==> config.mk <==
export PLATFORM = sky130hd
export DESIGN_NAME = tx_serial_param_flat
export DESIGN_NICKNAME = d
export VERILOG_FILES = /design/src/rtl/tx_serial_pkg.sv /design/src/rtl/tx_serial_param_if.sv /design/src/rtl/tx_serial_fifo.sv /design/src/rtl/tx_serial_param.sv /design/src/flat_wrapper.sv
export SDC_FILE = /design/constraint.sdc
export NUM_CORES = 1
export LEC_CHECK = 0
export BUFFER_PORTS_ARGS = -buffer_cell sky130_fd_sc_hd__buf_2
export CORE_MARGIN = 2
export CORE_UTILIZATION = 60
export DETAILED_ROUTE_END_ITERATION = 8
export PLACE_DENSITY = 0.78
export SYNTH_ARGS = -nofsm -noshare
export SYNTH_HDL_FRONTEND = slang
export SYNTH_SLANG_ARGS = --single-unit
==> constraint.sdc <==
create_clock -name clock -period 2.5 [get_ports clock]
set_input_delay 0.125 -clock clock [delete_from_list [all_inputs] [get_ports clock]]
set_output_delay 0.125 -clock clock [all_outputs]
set_load 0.01 [all_outputs]
==> src/rtl/tx_serial_pkg.sv <==
// Shared definitions for the parametrised serial transmitter: parity-mode
// codes, FSM state encoding (also exported on db_estado) and a small helper.
package tx_serial_pkg;

  localparam logic [1:0] NENHUMA = 2'b00;
  localparam logic [1:0] PAR     = 2'b01;
  localparam logic [1:0] IMPAR   = 2'b10;

  typedef enum logic [3:0] {
    OCIOSO    = 4'd0,
    CARREGA   = 4'd1,
    TRANSMITE = 4'd2,
    FINAL     = 4'd3
  } estado_t;

  // Reserved mode 2'b11 falls through to "no parity".
  function automatic logic paridade_ativa(input logic [1:0] modo);
    return (modo == PAR) || (modo == IMPAR);
  endfunction

endpackage

==> src/rtl/tx_serial_param_if.sv <==
// Host-side bundle of the serial transmitter.
//
// Handshake: partida is an edge-triggered enqueue request with no ready
// signal. The word on dados is captured on the first cycle partida is seen
// high; cheio is the only backpressure indication, and a request made while
// cheio is high is dropped and reported by a one-cycle descartado pulse.
// pronto pulses once at the end of every transmitted frame.
interface tx_serial_param_if #(
  parameter int N_DADOS = 7
);
  logic               partida;
  logic [N_DADOS-1:0] dados;
  logic [1:0]         modo_paridade;
  logic               dois_stop;
  logic               saida_serial;
  logic               pronto;
  logic               ocupado;
  logic               cheio;
  logic               descartado;
  logic [3:0]         db_estado;

  modport master (
    output partida, dados, modo_paridade, dois_stop,
    input  saida_serial, pronto, ocupado, cheio, descartado, db_estado
  );

  modport slave (
    input  partida, dados, modo_paridade, dois_stop,
    output saida_serial, pronto, ocupado, cheio, descartado, db_estado
  );
endinterface

==> src/rtl/tx_serial_fifo.sv <==
// Word queue in front of the shifter. Pointers carry one extra wrap bit so
// full and empty are told apart without a separate counter.
module tx_serial_fifo #(
  parameter int LARGURA = 7,
  parameter int PROF    = 4
) (
  input  logic               clock,
  input  logic               reset,
  input  logic               push,
  input  logic               pop,
  input  logic [LARGURA-1:0] din,
  output logic [LARGURA-1:0] dout,
  output logic               vazio,
  output logic               cheio
);
  localparam int AW = $clog2(PROF);

  logic [AW:0]        wr_ptr;
  logic [AW:0]        rd_ptr;
  logic [LARGURA-1:0] mem [PROF];
  logic               do_push;
  logic               do_pop;

  assign vazio   = (wr_ptr == rd_ptr);
  assign cheio   = (wr_ptr[AW] != rd_ptr[AW]) && (wr_ptr[AW-1:0] == rd_ptr[AW-1:0]);
  assign do_push = push && !cheio;
  assign do_pop  = pop && !vazio;
  assign dout    = mem[rd_ptr[AW-1:0]];

  // Pointer update; a write while full is ignored even if a pop happens too.
  always_ff @(posedge clock or negedge reset) begin
    if (!reset) begin
      wr_ptr <= '0;
      rd_ptr <= '0;
    end else begin
      if (do_push) wr_ptr <= wr_ptr + 1'b1;
      if (do_pop)  rd_ptr <= rd_ptr + 1'b1;
    end
  end

  // Storage array, written only on an accepted push.
  always_ff @(posedge clock) begin
    if (do_push) mem[wr_ptr[AW-1:0]] <= din;
  end

endmodule

==> src/rtl/tx_serial_param.sv <==
// Parametrised asynchronous serial transmitter: edge-detected enqueue into a
// small FIFO, then frames of start, data LSB first, optional parity and one or
// two stop bits, each bit lasting DIV_BAUD clocks.
module tx_serial_param
  import tx_serial_pkg::*;
#(
  parameter int N_DADOS   = 7,
  parameter int DIV_BAUD  = 5208,
  parameter int PROF_FIFO = 4
) (
  input  logic               clock,
  input  logic               reset,
  tx_serial_param_if.slave   bus
);
  localparam int BW = (DIV_BAUD > 1) ? $clog2(DIV_BAUD) : 1;
  localparam int SW = N_DADOS + 4;

  estado_t            estado;
  logic               partida_q;
  logic               push_r;
  logic [N_DADOS-1:0] dados_r;
  logic               descartado_r;
  logic               saida_r;
  logic               pronto_r;
  logic [BW-1:0]      baud;
  logic [3:0]         bits_rest;
  logic [SW-1:0]      shift;
  logic [N_DADOS-1:0] fifo_dout;
  logic               vazio;
  logic               cheio;
  logic               pop;
  logic [SW-1:0]      quadro;
  logic [3:0]         n_bits;
  logic               par_bit;

  assign pop = (estado == CARREGA);

  tx_serial_fifo #(
    .LARGURA (N_DADOS),
    .PROF    (PROF_FIFO)
  ) u_fifo (
    .clock (clock),
    .reset (reset),
    .push  (push_r),
    .pop   (pop),
    .din   (dados_r),
    .dout  (fifo_dout),
    .vazio (vazio),
    .cheio (cheio)
  );

  // Rising-edge detect on partida; capture the word and flag drops when full.
  always_ff @(posedge clock or negedge reset) begin
    if (!reset) begin
      partida_q    <= 1'b0;
      push_r       <= 1'b0;
      dados_r      <= '0;
      descartado_r <= 1'b0;
    end else begin
      partida_q    <= bus.partida;
      push_r       <= bus.partida && !partida_q;
      descartado_r <= push_r && cheio;
      if (bus.partida && !partida_q) dados_r <= bus.dados;
    end
  end

  // Frame image for the word at the FIFO head, built with the current mode
  // bits; unused upper positions are ones so the stop bits come for free.
  always_comb begin
    par_bit                = (^fifo_dout) ^ (bus.modo_paridade == IMPAR);
    quadro                 = '1;
    quadro[0]              = 1'b0;
    quadro[N_DADOS:1]      = fifo_dout;
    n_bits                 = 4'(1 + N_DADOS);
    if (paridade_ativa(bus.modo_paridade)) begin
      quadro[N_DADOS+1] = par_bit;
      n_bits            = n_bits + 4'd1;
    end
    n_bits = n_bits + (bus.dois_stop ? 4'd2 : 4'd1);
  end

  // Transmit FSM with registered line and pronto; mode bits are frozen into
  // the shift register and bit count at CARREGA.
  always_ff @(posedge clock or negedge reset) begin
    if (!reset) begin
      estado    <= OCIOSO;
      saida_r   <= 1'b1;
      pronto_r  <= 1'b0;
      baud      <= '0;
      bits_rest <= '0;
      shift     <= '1;
    end else begin
      pronto_r <= 1'b0;
      case (estado)
        OCIOSO: begin
          saida_r <= 1'b1;
          if (!vazio) estado <= CARREGA;
        end
        CARREGA: begin
          saida_r   <= quadro[0];
          shift     <= {1'b1, quadro[SW-1:1]};
          bits_rest <= n_bits;
          baud      <= '0;
          estado    <= TRANSMITE;
        end
        TRANSMITE: begin
          if (baud == BW'(DIV_BAUD - 1)) begin
            baud <= '0;
            if (bits_rest == 4'd1) begin
              estado   <= FINAL;
              saida_r  <= 1'b1;
              pronto_r <= 1'b1;
            end else begin
              bits_rest <= bits_rest - 4'd1;
              saida_r   <= shift[0];
              shift     <= {1'b1, shift[SW-1:1]};
            end
          end else begin
            baud <= baud + BW'(1);
          end
        end
        FINAL: begin
          saida_r <= 1'b1;
          estado  <= vazio ? OCIOSO : CARREGA;
        end
        default: estado <= OCIOSO;
      endcase
    end
  end

  assign bus.saida_serial = saida_r;
  assign bus.pronto       = pronto_r;
  assign bus.descartado   = descartado_r;
  assign bus.cheio        = cheio;
  assign bus.ocupado      = (estado != OCIOSO) || !vazio;
  assign bus.db_estado    = estado;

endmodule

==> src/flat_wrapper.sv <==
// flat-port wrapper written by rule: the top's interface ports become plain ports
module tx_serial_param_flat import tx_serial_pkg::*;
#(
  parameter int N_DADOS   = 7,
  parameter int DIV_BAUD  = 5208,
  parameter int PROF_FIFO = 4
)
  (clock, reset, bus_partida, bus_dados, bus_modo_paridade, bus_dois_stop, bus_saida_serial, bus_pronto, bus_ocupado, bus_cheio, bus_descartado, bus_db_estado);
  tx_serial_param_if #(.N_DADOS(N_DADOS)) bus_i ();
  input  logic clock;
  input  logic reset;
  input wire logic [$bits(bus_i.partida)-1:0] bus_partida;
  input wire logic [$bits(bus_i.dados)-1:0] bus_dados;
  input wire logic [$bits(bus_i.modo_paridade)-1:0] bus_modo_paridade;
  input wire logic [$bits(bus_i.dois_stop)-1:0] bus_dois_stop;
  output wire logic [$bits(bus_i.saida_serial)-1:0] bus_saida_serial;
  output wire logic [$bits(bus_i.pronto)-1:0] bus_pronto;
  output wire logic [$bits(bus_i.ocupado)-1:0] bus_ocupado;
  output wire logic [$bits(bus_i.cheio)-1:0] bus_cheio;
  output wire logic [$bits(bus_i.descartado)-1:0] bus_descartado;
  output wire logic [$bits(bus_i.db_estado)-1:0] bus_db_estado;
  assign bus_i.partida = bus_partida;
  assign bus_i.dados = bus_dados;
  assign bus_i.modo_paridade = bus_modo_paridade;
  assign bus_i.dois_stop = bus_dois_stop;
  assign bus_saida_serial = bus_i.saida_serial;
  assign bus_pronto = bus_i.pronto;
  assign bus_ocupado = bus_i.ocupado;
  assign bus_cheio = bus_i.cheio;
  assign bus_descartado = bus_i.descartado;
  assign bus_db_estado = bus_i.db_estado;
  tx_serial_param #(.N_DADOS(N_DADOS), .DIV_BAUD(DIV_BAUD), .PROF_FIFO(PROF_FIFO)) u_core (.clock(clock), .reset(reset), .bus(bus_i));
endmodule
==> impl_metrics.tcl <==
set metrics [dict create \
    outcome "finished, final reports clean" \
    synth_compound_area_share_pct 4.90 \
    cp.required_ns 2.50 \
    vias 1996 \
    ir_drop_mv 0.515 \
    setup_viol 0 \
    cts_root_buf "clkbuf_8" \
    yosysTopAreaCellShare_pct 26.7 \
    synth_seq_cells 73 \
    grt_first_pass_wirelength_um 9780 \
    hold_path_depth 2 \
    drt_iter0_markers 74 \
    gp_congestion 0.821 \
    hold_path.class "primary input to register" \
    synthMuxAreaShare_pct 11.6 \
    register_area_um2 1980 \
    finalNetCount 314 \
    wl_per_cell_um 16.0 \
    antenna_left 0 \
    yosys_most_used_dff "dfrtp_1" \
    r2r_end "u_core.u_fifo.mem[3][0]$_DFFE_PP_" \
    power.switching_mw 1.50 \
    worstPathArrival_ns 2.22 \
    p_leak_nw 1.56 \
    rrSetupSlack_ns 0.28 \
    r2r-start "u_core.u_fifo.rd_ptr[0]$_DFFE_PN0P_" \
    grt_max_degree 46 \
    cap_violations 0 \
    htreeDepth 3 \
    pre_cts_slack_ns 0.244 \
    wl_um 5820 \
    grt_pass1_vias 2034 \
    core_um2 5470 \
    p_per_area_nw_per_um2 1100 \
    synthTopCellsByArea "dfrtp_1 27%, edfxtp_1 25%, dfstp_2 7.0%" \
    post-cts-setup-buffers 0 \
    dr.pass1.iters 4 \
    slew_headroom_pct 33.5 \
    yosysSeqAreaShare_pct 58.7 \
    dieArea_um2 6230 \
    timing.final.crit_share_pct 88.7 \
    crit_fanout 10 \
    syn_inst 257 \
    path_class "register to register" \
    hp-start "bus_dados[1]" \
    cts_tree "yes" \
    synthSimpleGateAreaFrac_pct 10.1 \
    synthToLayoutAreaGrowth_pct 11.7 \
    multiInputGateArea_um2 1300 \
    layout-drive-gt1-share_pct 20.6 \
    fin_setup_tns_ns 0 \
    clockBufferDepth 2 \
    final_core_util_pct 68.8 \
    num_io_pins 22 \
    ys.warnings.count 0 \
    antenna_cells 0 \
    yosysTopAreaCell "dfrtp_1" \
    clk_pin_slew_worst_paths_ns 0.08 \
    r2r_cells 4 \
    fill_cells 385 \
    syn_area_per_cell_um2 13.1 \
    critPathLaunchType "register" \
    place_hpwl_um 4090 \
    fp.dieH_um 78.9 \
    switching_share_pct 36.0 \
    die_x_um 78.9 \
    netlist_area_um2 3370 \
    hold_viol_final 0 \
    pwr-share-seq_pct 43.5 \
    synth_top_family_by_area "multiplexers" \
    grt-ovfl-total 0 \
    port_buffers 19 \
    drcViolationCount 0 \
    synthTopCellsByCount "36 x dfrtp_1, 28 x edfxtp_1, 24 x nor2_1" \
    synth_xor_area_share_pct 5.98 \
    synthDistinctLibCells 39 \
    worst_pin_slew_ns 0.998 \
    clock_latency_ns 0.35 \
    start_util_pct 61.6 \
    rsz0062_at_grt "no" \
    max_freq_ghz 0.451 \
    viasPerCell 5.50 \
    yosysMostFrequentCell "dfrtp_1" \
    worst_slack_ns 0.281 \
    antenna_found_initial 0 \
    slew_violations 0 \
    std_cell_rows 27 \
    combPwrFrac_pct 36.4 \
    finalClockSkew_ns 0.0134 \
    hold_end "u_core.dados_r[1]$_DFFE_PN0P_" \
    path_cells "xnor2_1 > and3b_1 > nor2b_1 > and2_1" \
    cp_top_family "simple AND/OR/NAND/NOR gates" \
    synth_edf_count 28 \
    worstSetupEndpointType "register" \
    async_flop_share_pct 61.6 \
    cts_buffers 9 \
    path_buf_inv 0 \
    cts_sinks 73 \
    synthAdderAreaFrac_pct 5.57 \
    power.internal_mw 2.66 \
    worst_path_max_delay_cell "dfrtp_1" \
    track_usage_pct 21.4 \
    clock_power_share_pct 20.1 \
    cpPeakStageDelay_ns 0.65 \
    period_needed_ns 2.22 \
]
## per-layer routing
metal	share of wire [%]	track usage (%)	vias to the layer above
met3	2.8	6.70	8
met4	1.5	8.28	0
met5	0	0	-
li1	-	-	966
met2	48	33.2	29
met1	48	28.6	993
## state kept, by name, summed over array words and instances, names as in the netlist, 2 cells and up
name                  cells
u_core.bus.db_estado      2
u_core.u_fifo.rd_ptr      3
u_core.u_fifo.wr_ptr      3
u_core.baud              13
u_core.shift              8
u_core.dados_r            7
u_core.bits_rest          4
u_core.u_fifo.mem        28
## worst max path at each step
stage	start	to	slack, ns	cells after the start
2_1_floorplan	u_core.u_fifo.rd_ptr[0]$_DFFE_PN0P_	u_core.shift[7]$_DFFE_PN1P_	0.65	6
3_3_place_gp	u_core.u_fifo.rd_ptr[0]$_DFFE_PN0P_	u_core.u_fifo.mem[3][4]$_DFFE_PP_	0.30	4
3_5_place_dp	u_core.u_fifo.rd_ptr[0]$_DFFE_PN0P_	u_core.u_fifo.mem[3][5]$_DFFE_PP_	0.24	4
4_1_cts	u_core.u_fifo.rd_ptr[0]$_DFFE_PN0P_	u_core.u_fifo.mem[3][0]$_DFFE_PP_	0.23	4
5_1_grt	u_core.u_fifo.rd_ptr[0]$_DFFE_PN0P_	u_core.u_fifo.mem[3][0]$_DFFE_PP_	0.05	4
6_report	u_core.u_fifo.rd_ptr[0]$_DFFE_PN0P_	u_core.u_fifo.mem[3][0]$_DFFE_PP_	0.28	4
## cell type report
| type | count | share of cell area, % |
|---|---|---|
| clock buffer | 9 | 3.29 |
| clock inverter | 7 | 1.43 |
| inverter | 11 | 1.10 |
| multi-input combinational | 163 | 34.5 |
| sequential | 73 | 52.5 |
| tap | 72 | 2.39 |
| timing repair buffer | 28 | 4.79 |
## cell usage in the layout (no fill, tap or decap), types with 5 or more instances in the layout
master,n
xnor2_1,16
ha_1,15
clkbuf_8,9
mux2i_1,9
dlygate4sd3_1,7
edfxtp_1,28
o21ai_0,7
mux2_2,11
and2_1,6
inv_1,11
xor2_1,7
nand2_1,10
mux4_1,5
nor2_1,24
nand4_1,6
buf_2,19
nand3_1,5
dfstp_2,9
a21oi_1,13
dfrtp_1,36
## cells by family after synthesis
group / Yosys count
flops: 73
simple gates: 68
compound gates: 28
mux: 27
xor+xnor: 23
buf+inv: 22
fa+ha+maj: 15
other cells: 1
## what timing repair did
action,4_1_cts,5_1_grt
endpoints found under the setup margin,0,1
resized for setup,0,1
hold endpoints to repair,41,1
hold buffers,6,1
## worst reg2reg max path, cell delays in order (launching register included)
cell and delay (ns):
dfrtp_1 0.65, xnor2_1 0.18, and3b_1 0.25, nor2b_1 0.36, and2_1 0.44
## through the flow
step	instance area (µm²)	instances	power, mW	hold WS [ns]
final	3760	363	4.15	0.00679
after global routing	3760	363	4.46	0.00421
after CTS	3750	362	4.18	0.00272
after detailed placement	3510	340	3.35	0.249
after global placement	3510	340	3.29	0.244
after floorplan	3370	258	3.00	-0.171
## power groups by stage
stage | Clock (mW) | Combinational, mW | Sequential (mW)
after global routing | 0.904 | 1.70 | 1.85
final | 0.834 | 1.51 | 1.81
after global placement | 0 | 1.47 | 1.82
after floorplan | 0 | 1.27 | 1.73
after CTS | 0.848 | 1.53 | 1.81
after detailed placement | 0 | 1.52 | 1.83
(Power assumes the default switching activity.)
